### config.mk
export PLATFORM = sky130hd
export DESIGN_NAME = hsclk_div_gen
export DESIGN_NICKNAME = d
export VERILOG_FILES = /design/src/rtl/hsclk_div_gen.sv
export SDC_FILE = /design/constraint.sdc
export NUM_CORES = 1
export LEC_CHECK = 0
export CAP_MARGIN = 40
export CORE_AREA = 2 2 39 41
export CTS_CLUSTER_SIZE = 14
export DETAILED_ROUTE_END_ITERATION = 10
export DIE_AREA = 0 0 41 43
export GPL_TIMING_DRIVEN = 0
export PLACE_DENSITY_LB_ADDON = 0.3
export SYNTH_ARGS = -nofsm -noshare
export SYNTH_HDL_FRONTEND = slang
export SYNTH_SLANG_ARGS = --single-unit
### constraint.sdc
create_clock -name hsclk -period 3.6 [get_ports hsclk]
set_input_delay 0.9 -clock hsclk [delete_from_list [all_inputs] [get_ports hsclk]]
set_output_delay 0.9 -clock hsclk [all_outputs]
set_load 0.02 [all_outputs]
### src/rtl/hsclk_div_gen.sv
// rtl/hsclk_div_gen.sv - glitch-free 50% duty hsclk /2,/4,/6,/8 CPU clock generator with park-low stop
// Optional input synchronisers enabled by defining HSCLK_DIV_SYNC_EN.
module hsclk_div_gen (
   input  logic       hsclk,
   input  logic       resetb,
   input  logic [1:0] cpuclk_div_sel,
   input  logic       stop_req,
   output logic       div_clk,
   output logic       stopped,
   output logic       hs_selected
);

   logic [1:0] sel_s;
   logic       stop_s;

`ifdef HSCLK_DIV_SYNC_EN
   logic [1:0] sel_meta_q;
   logic [1:0] sel_sync_q;
   logic       stop_meta_q;
   logic       stop_sync_q;

   always_ff @(posedge hsclk or negedge resetb) begin
      if (!resetb) begin
         sel_meta_q  <= 2'b00;
         sel_sync_q  <= 2'b00;
         stop_meta_q <= 1'b0;
         stop_sync_q <= 1'b0;
      end else begin
         sel_meta_q  <= cpuclk_div_sel;
         sel_sync_q  <= sel_meta_q;
         stop_meta_q <= stop_req;
         stop_sync_q <= stop_meta_q;
      end
   end

   assign sel_s  = sel_sync_q;
   assign stop_s = stop_sync_q;
`else
   assign sel_s  = cpuclk_div_sel;
   assign stop_s = stop_req;
`endif

   logic       div_clk_q,     div_clk_d;
   logic [1:0] cnt_q,         cnt_d;
   logic [2:0] half_q,        half_d;
   logic       stopped_q,     stopped_d;
   logic       hs_selected_q, hs_selected_d;
   logic [2:0] half_m1;

   assign half_m1 = half_q - 3'd1;

   // Divisor is only sampled at the falling edge, so a low+high pair never mixes rates.
   always_comb begin
      div_clk_d = div_clk_q;
      cnt_d     = cnt_q;
      half_d    = half_q;
      stopped_d = stopped_q;
      if (cnt_q != 2'd0) begin
         cnt_d = cnt_q - 2'd1;
      end else if (div_clk_q) begin
         div_clk_d = 1'b0;
         half_d    = {1'b0, sel_s} + 3'd1;
         cnt_d     = sel_s;
      end else if (stop_s) begin
         stopped_d = 1'b1;
      end else begin
         div_clk_d = 1'b1;
         cnt_d     = half_m1[1:0];
         stopped_d = 1'b0;
      end
      hs_selected_d = !stopped_d;
   end

   always_ff @(posedge hsclk or negedge resetb) begin
      if (!resetb) begin
         div_clk_q     <= 1'b0;
         cnt_q         <= 2'd0;
         half_q        <= 3'd1;
         stopped_q     <= 1'b1;
         hs_selected_q <= 1'b0;
      end else begin
         div_clk_q     <= div_clk_d;
         cnt_q         <= cnt_d;
         half_q        <= half_d;
         stopped_q     <= stopped_d;
         hs_selected_q <= hs_selected_d;
      end
   end

   assign div_clk     = div_clk_q;
   assign stopped     = stopped_q;
   assign hs_selected = hs_selected_q;

endmodule
# Word level (Yosys, flattened, before mapping)
# Cells that the tools add are included.
[word_totals] ff_bits=7 in_bits=5 out_inout_bits=3
[classes] add_sub_neg=3 n_eq_ne=1 mux=8 bitwise_logic=1 n_reduce_logical=3
[op_table] operator="$mux W2" n=3
[op_table] operator="$mux W1" n=5
[op_table] operator="$sub A2 B1 Y2 const B" n=2
[op_table] operator="$ne A3 B1 Y1 const B" n=1
[op_table] operator="$add A2 B1 Y2 const B" n=1
[op_table] operator="$reduce_and A2 Y1" n=1
[op_table] operator="$reduce_bool A2 Y1" n=1
[op_table] operator="$logic_not A1 Y1" n=1
[op_table] operator="$not A1 Y1" n=1

# Depth between registers and ports, before layout
# Gate-level depths: netlist of the first run.
[logic_depth] ltp_word=4 depth_mapped=2

# Least setup slack after synthesis of the first run
# OpenSTA, ideal clock, no wires.
[synth_timing] kind="input to register" startpoint="input stop_req" endpoint="register cnt_q[1]" t_arrival_ns=1.525 required_ns=3.520 path_slack_ns=1.995 cell_stages=2 cell_sequence="or4_4 o211ai_2"
[synth_between] elab_chain_len=1
[synth_rtl] element="start, declared" line="7" rtl="input logic stop_req,"
[synth_rtl] element="$ne A3 B1 Y1 (no line)"
[synth_rtl] element="end signal, assigned" line="83" rtl="cnt_q <= cnt_d;"
[synth_rtl] element="end, declared" line="44" rtl="logic [1:0] cnt_q, cnt_d;"
# Every way passes these cells.
# A chain may end at the register's enable or synchronous reset.

==> results of run 1 <==
layout make-up:
class	instances	area, µm²
clock buffer	4	26.28
fill	142	944.7
inverter	1	3.754
multi-input combinational	17	141.4
sequential	7	177.7
tap	16	20.02
timing repair buffer	7	70.07
layer usage:
| metal | share of wire | wire, µm | global-route usage |
|---|---|---|---|
| met2 | 0.43 | 230 | 0.09688 |
| met1 | 0.45 | 244 | 0.1020 |
| met4 | 0.028 | 15 | 0.08000 |
| met3 | 0.092 | 50 | 0.03141 |
| met5 | 0 | 0 | 0 |
path summary, 6_finish.rpt:
kind / endpoint / slack (ns) / cells after the start
worst max-delay path: stopped / 1.32 / 1
worst min-delay path: half_q[0] / 0.49 / 2
worst max register to register: cnt_q[1] / 2.36 / 2
worst min register to register: half_q[0] / 0.49 / 2
max in group asynchronous: half_q[0] / 2.40 / 1
min in group asynchronous: div_clk / 0.91 / 1
power by group through the flow:
stage	sequential (mW)	clock, mW	combinational, mW
global placement	0.165	0	0.148
CTS	0.163	0.0752	0.151
finish	0.162	0.0715	0.149
global route	0.171	0.0804	0.161
floorplan	0.179	0	0.0809
detailed placement	0.165	0	0.151
logic make-up (layout without fill, tap and decap cells):
family                 after synthesis  after routing  share of synthesized area
XOR/XNOR                             2              2                    0.05427
multiplexers                         4              4                     0.1318
flip-flops                           7              7                     0.5504
buffers and inverters                1             12                    0.01162
AND/OR/NAND/NOR                      7              7                     0.1667
AO/OA/AOI/OAI                        4              4                    0.08525
Yosys cell counts:
master / instances / area (µm²)
sky130_fd_sc_hd__mux2_1: 1 / 11.26
sky130_fd_sc_hd__o21ai_0: 1 / 5.000
sky130_fd_sc_hd__o211ai_2: 1 / 12.51
sky130_fd_sc_hd__inv_1: 1 / 3.750
sky130_fd_sc_hd__or3_1: 1 / 6.260
sky130_fd_sc_hd__nand2_1: 2 / 7.510
sky130_fd_sc_hd__dfstp_2: 2 / 52.55
sky130_fd_sc_hd__dfrtp_1: 5 / 125.1
sky130_fd_sc_hd__xor2_1: 2 / 17.52
sky130_fd_sc_hd__or4bb_1: 1 / 11.26
sky130_fd_sc_hd__mux2_2: 1 / 11.26
sky130_fd_sc_hd__or4_4: 1 / 11.26
sky130_fd_sc_hd__a21oi_1: 2 / 10.01
sky130_fd_sc_hd__mux2i_1: 2 / 20.02
sky130_fd_sc_hd__nor3b_2: 1 / 12.51
sky130_fd_sc_hd__nor3_1: 1 / 5.000
stage by stage:
stage | hold WS, ns | util | total power [mW]
after floorplan | 0.4558 | - | 0.2598
after global placement | 0.4731 | 0.2984 | 0.3124
after detailed placement | 0.4822 | 0.2984 | 0.3158
after CTS | 0.4906 | 0.3174 | 0.3897
after global routing | 0.4967 | 0.3174 | 0.4124
final | 0.4858 | 0.3174 | 0.3828
==> results_dict.tcl, run 1 <==
set metrics [dict create \
    clock_sinks 7 \
    worst_hold_path_type "flip-flop to flip-flop" \
    design_area_um2 439.2 \
    grt_antenna_before_repair 0 \
    critical_path_capture_point_type "primary output" \
    dp.final_hpwl_um 421.6 \
    switching_portion_of_total_power 0.3418 \
    final.setup.worst_slack_ns 1.325 \
    worst_ir_drop_vdd_mv 0.2205 \
    placed_area_um2 412.9 \
    timing.max_slew.rel_slack 0.7734 \
    max-clock-path-buffers 2 \
    place.gp.congestion 0.7568 \
    synth.lib_cells_used.distinct 16 \
    timing.critical_path.max_delay_family "buffers and inverters" \
    global_route.overflow_total 0 \
    detailedRoute.firstIterationViolations 3 \
    fin_tns_setup_ns 0 \
    grt_setup_unrepaired "false" \
    clock_edge_transition_at_the_registers_on_the_reported_setup_and_hold_paths_ns 0.05 \
    mostFrequentLayoutCells "sky130_fd_sc_hd__clkdlybuf4s50_1, sky130_fd_sc_hd__dfrtp_1, sky130_fd_sc_hd__clkbuf_4" \
    power_density_over_cell_area_mw_per_mm2 871.6 \
    max_freq_mhz 439.5 \
    total_number_of_placement_rows 14 \
    pin_count_of_the_biggest_net_entering_global_routing 9 \
    finalNonFillerCells 52 \
    cts.repair.resized 0 \
    worstPathBufferInverterCount 1 \
    post_cts_hold_buffer_count 0 \
    global_route_wire_length_before_repair_um 897 \
    insertedDiodeCount 0 \
    clock_tree_from_tritoncts "yes" \
    synth-warning-count 0 \
    worst-endpoint-arrival_ns 1.38 \
    post_drt_via_cell_ratio 4.365 \
    final_common_cell "sky130_fd_sc_hd__clkdlybuf4s50_1" \
    cell_type_of_the_slowest_stage_on_the_worst_timing_path "sky130_fd_sc_hd__clkdlybuf4s50_1" \
    sequentialPowerShare 0.424 \
    netlist_instances 25 \
    vias 227 \
    worstPathCellList "clkdlybuf4s50_1" \
    via_count_of_the_first_global_routing_pass 220 \
    die_height_um 43 \
    fp.dieArea_mm2 0.001763 \
    post-cts-setup-buffers 0 \
    clock_insertion_delay_worst_skew_ns 0.25 \
    synth_sequential_area_ratio 0.5504 \
    p_int_mw 0.2519 \
    cts.root.buffer_cell "sky130_fd_sc_hd__clkbuf_4" \
    route.final.wire_length_um 541 \
    final_period_minus_worst_setup_slack_ns 2.275 \
    post_detailed_route_drc_marker_count 0 \
    min_from "half_q[0]" \
    crit_path_max_fanout 3 \
    die_w_um 41 \
    routedWlPerCell_um 10.40 \
    synth-seq-cells 7 \
    required_ns 2.70 \
    timing_worst_setup_path_type "flip-flop to primary output" \
    postSynthAreaPerCell_um2 12.91 \
    numCtsBuffers 3 \
    placedCellCount 48 \
    syn-num-nets 30 \
    share_clk_of_total_power 0.187 \
    timing.final.hold_violations 0 \
    finClkSkew_ns 0.0005319 \
    grt.total_usage 0.08089 \
    port-buffer-count 7 \
    cp-start-kind "flip-flop" \
    max-cap-violations 0 \
    r2r-start "cnt_q[0]" \
    pre_cts_ws_ns 1.464 \
    drt_first_pass_iters 4 \
    remaining_antenna_violation_count 0 \
    timing.critical_path.slowest_cell_delay_ns 0.60 \
    initial_utilization 0.2333 \
    syn_to_final_growth_pct 36.05 \
    switching_power_mw 0.1308 \
    drive_above_1_share 0.2500 \
    ioPinCount 8 \
    syn-cell-area_um2 322.8 \
    static-leakage-power_nw 0.1849 \
    finalSetupViolations 0 \
    coreArea_mm2 0.001384 \
    maxSlewViolCount 0 \
    post-route-period-util 0.6321 \
    relative_contribution_of_combinational_cells_to_total_power 0.389 \
    worst_pin_slew_ns 0.3372 \
    status "completed" \
    finalNetCount 42 \
    cts_htree_levels 1 \
]
Power figures use the tool's default switching activity.
==> run 2: changes to the inputs <==
==> constraint.sdc (replaced) <==
create_clock -name hsclk -period 2.3 [get_ports hsclk]
set_input_delay 0.575 -clock hsclk [delete_from_list [all_inputs] [get_ports hsclk]]
set_output_delay 0.575 -clock hsclk [all_outputs]
set_load 0.02 [all_outputs]
==> results of run 2 <==
Same layout as run 1 (identical final DEF). Status: completed.
Among the figures that moved: setup slack after placement 1.464 ns -> 0.4892 ns; setup slack after layout 1.325 ns -> 0.3496 ns; register-to-register setup slack 2.36 ns -> 1.06 ns; total power 0.3828 mW -> 0.5991 mW; worst IR drop on VDD 0.2205 mV -> 0.3452 mV
==> run 3: changes to the inputs <==
==> constraint.sdc (replaced) <==
create_clock -name hsclk -period 1.8 [get_ports hsclk]
set_input_delay 0.45 -clock hsclk [delete_from_list [all_inputs] [get_ports hsclk]]
set_output_delay 0.45 -clock hsclk [all_outputs]
set_load 0.02 [all_outputs]
==> run 3 against run 2 <==
  * Critical path type unchanged
  * Clock skew unchanged
  * Utilization grew 0.090 points
  * Combinational power grew 24%
  * Routed wire length stayed put
  * Total power grew 26%
  * Count of clock-buffer cells in the layout stayed put
  * Final cell count unchanged
  * Worst setup slack worse by 0.16 ns
  * Sequential cell count unchanged
  * Sequential share of layout area shrank 0.11 points
==> results_dict.tcl, run 3 (synthesis gave the netlist of run 1 again) <==
set metrics [dict create \
    clock_edge_transition_at_the_registers_on_the_reported_setup_and_hold_paths_ns 0.05 \
    numCtsBuffers 3 \
    status "completed" \
    clock_tree_from_tritoncts "yes" \
    timing.critical_path.slowest_cell_delay_ns 0.59 \
    finalNetCount 42 \
    initial_utilization 0.2333 \
    coreArea_mm2 0.001384 \
    cell_type_of_the_slowest_stage_on_the_worst_timing_path "sky130_fd_sc_hd__clkdlybuf4s50_1" \
    worstPathCellList "clkdlybuf4s50_1" \
    post-route-period-util 0.8931 \
    pin_count_of_the_biggest_net_entering_global_routing 9 \
    finalSetupViolations 0 \
    post_detailed_route_drc_marker_count 0 \
    timing.final.hold_violations 0 \
    post_cts_hold_buffer_count 0 \
    rrSetupSlack_ns 0.56 \
    route.final.wire_length_um 541 \
    finalNonFillerCells 52 \
    die_w_um 41 \
    power_density_over_cell_area_mw_per_mm2 1713 \
    static-leakage-power_nw 0.1993 \
    grt_antenna_before_repair 0 \
    syn_to_final_growth_pct 36.43 \
    placedCellCount 48 \
    final_period_minus_worst_setup_slack_ns 1.608 \
    timing_worst_setup_path_type "flip-flop to primary output" \
    ioPinCount 8 \
    multi_input_area_um2 141.4 \
    die_height_um 43 \
    worst_pin_slew_ns 0.3373 \
    via_count_of_the_first_global_routing_pass 220 \
    fin_tns_setup_ns 0 \
    cts_htree_levels 1 \
    nFillCells 143 \
    worst-endpoint-arrival_ns 1.16 \
    reg2reg_depth 2 \
    routedWlPerCell_um 10.40 \
    global_route.overflow_total 0 \
    r2r-start "cnt_q[0]" \
    timing.max_slew.rel_slack 0.7734 \
    layout.area.seq_um2 177.7 \
    fp.dieArea_mm2 0.001763 \
    insertedDiodeCount 0 \
    clock_insertion_delay_worst_skew_ns 0.25 \
    worst_ir_drop_vdd_mv 0.4389 \
    dp.final_hpwl_um 421.6 \
    required_ns 1.35 \
    drive_above_1_share 0.2500 \
    max-cap-violations 0 \
    cts.root.buffer_cell "sky130_fd_sc_hd__clkbuf_4" \
    max-clock-path-buffers 2 \
    max_freq_mhz 622.0 \
    worst_hold_path_type "input port to asynchronous set/reset pin" \
    mostFrequentLayoutCells "sky130_fd_sc_hd__dfrtp_1, sky130_fd_sc_hd__clkdlybuf4s50_1, sky130_fd_sc_hd__clkbuf_4" \
    grt_setup_unrepaired "false" \
    grt.total_usage 0.08089 \
    vias 228 \
    critical_path_capture_point_type "primary output" \
    crit-reg2reg-capture "cnt_q[1]" \
    timing.critical_path.max_delay_family "buffers and inverters" \
    cp-start-kind "flip-flop" \
    detailedRoute.firstIterationViolations 3 \
    remaining_antenna_violation_count 0 \
    post_drt_via_cell_ratio 4.385 \
    port-buffer-count 7 \
    maxSlewViolCount 0 \
    clock_sinks 7 \
    place.gp.congestion 0.7568 \
    total_number_of_placement_rows 14 \
    finClkSkew_ns 0.0005319 \
    drt_first_pass_iters 4 \
    global_route_wire_length_before_repair_um 897 \
    worstPathBufferInverterCount 1 \
    crit_path_max_fanout 1 \
]
==> run 3: cell types whose count changed in the layout (fill, tap and decap cells not counted), sizes merged <==
cell           delta
dlygate4sd2       +1
clkdlybuf4s50     -2
dlymetal6s2s      +1
==> run 3: what timing repair did <==
| item | CTS | global route |
|---|---|---|
| cloned | 0 | 0 |
| buffers inserted | 0 | 0 |
| gates resized for setup | 1 | 1 |
| endpoints found under the setup margin | 1 | 1 |
==> run 3: worst max-delay path by stage <==
stage,from,to,slack [ns],depth (start not counted)
2_1_floorplan,div_clk,cnt_q[1],0.54,2
3_3_place_gp,stop_req,cnt_q[1],0.14,3
3_5_place_dp,stop_req,cnt_q[1],0.11,3
4_1_cts,div_clk,div_clk,0.005,1
5_1_grt,hs_selected,hs_selected,0.14,1
6_report,hs_selected,hs_selected,0.19,1
==> run 3: metrics by stage <==
stage                     setup slack (ns)    util  hold WS [ns]  power (mW)  cell area, µm²
final                               0.1924  0.3183        0.4596      0.7545           440.4
after global routing                0.1386  0.3183        0.4654      0.8132           440.4
after CTS                         0.004956  0.3165        0.4605      0.7707           437.9
after detailed placement            0.1142  0.2984        0.4822      0.6317           412.9
after global placement              0.1388  0.2984        0.4731      0.6248           412.9
after floorplan                     0.5449       -        0.1544      0.5196           322.8
==> run 3: layout make-up <==
| class | instances | area share |
|---|---|---|
| Timing Repair Buffer | 7 | 0.1619 |
| Tap cell | 16 | 0.04545 |
| Multi-Input combinational cell | 17 | 0.3210 |
| Sequential cell | 7 | 0.4034 |
| Clock buffer | 4 | 0.05966 |
| Inverter | 1 | 0.008523 |
==> run 3: where the power goes <==
| group | switching [mW] | leakage [nW] | internal [mW] |
|---|---|---|---|
| Clock | 0.0583 | 0.0150 | 0.0846 |
| Combinational | 0.130 | 0.102 | 0.158 |
| Sequential | 0.0729 | 0.0827 | 0.251 |
| Total | 0.261 | 0.199 | 0.494 |
==> run 3: layer usage <==
| layer | vias up | global-route usage | routed length [µm] |
|---|---|---|---|
| met4 | 0 | 0.08000 | 15 |
| met5 | - | 0 | 0 |
| met1 | 103 | 0.1020 | 243 |
| met2 | 9 | 0.09688 | 228 |
| li1 | 114 | - | - |
| met3 | 2 | 0.03141 | 54 |
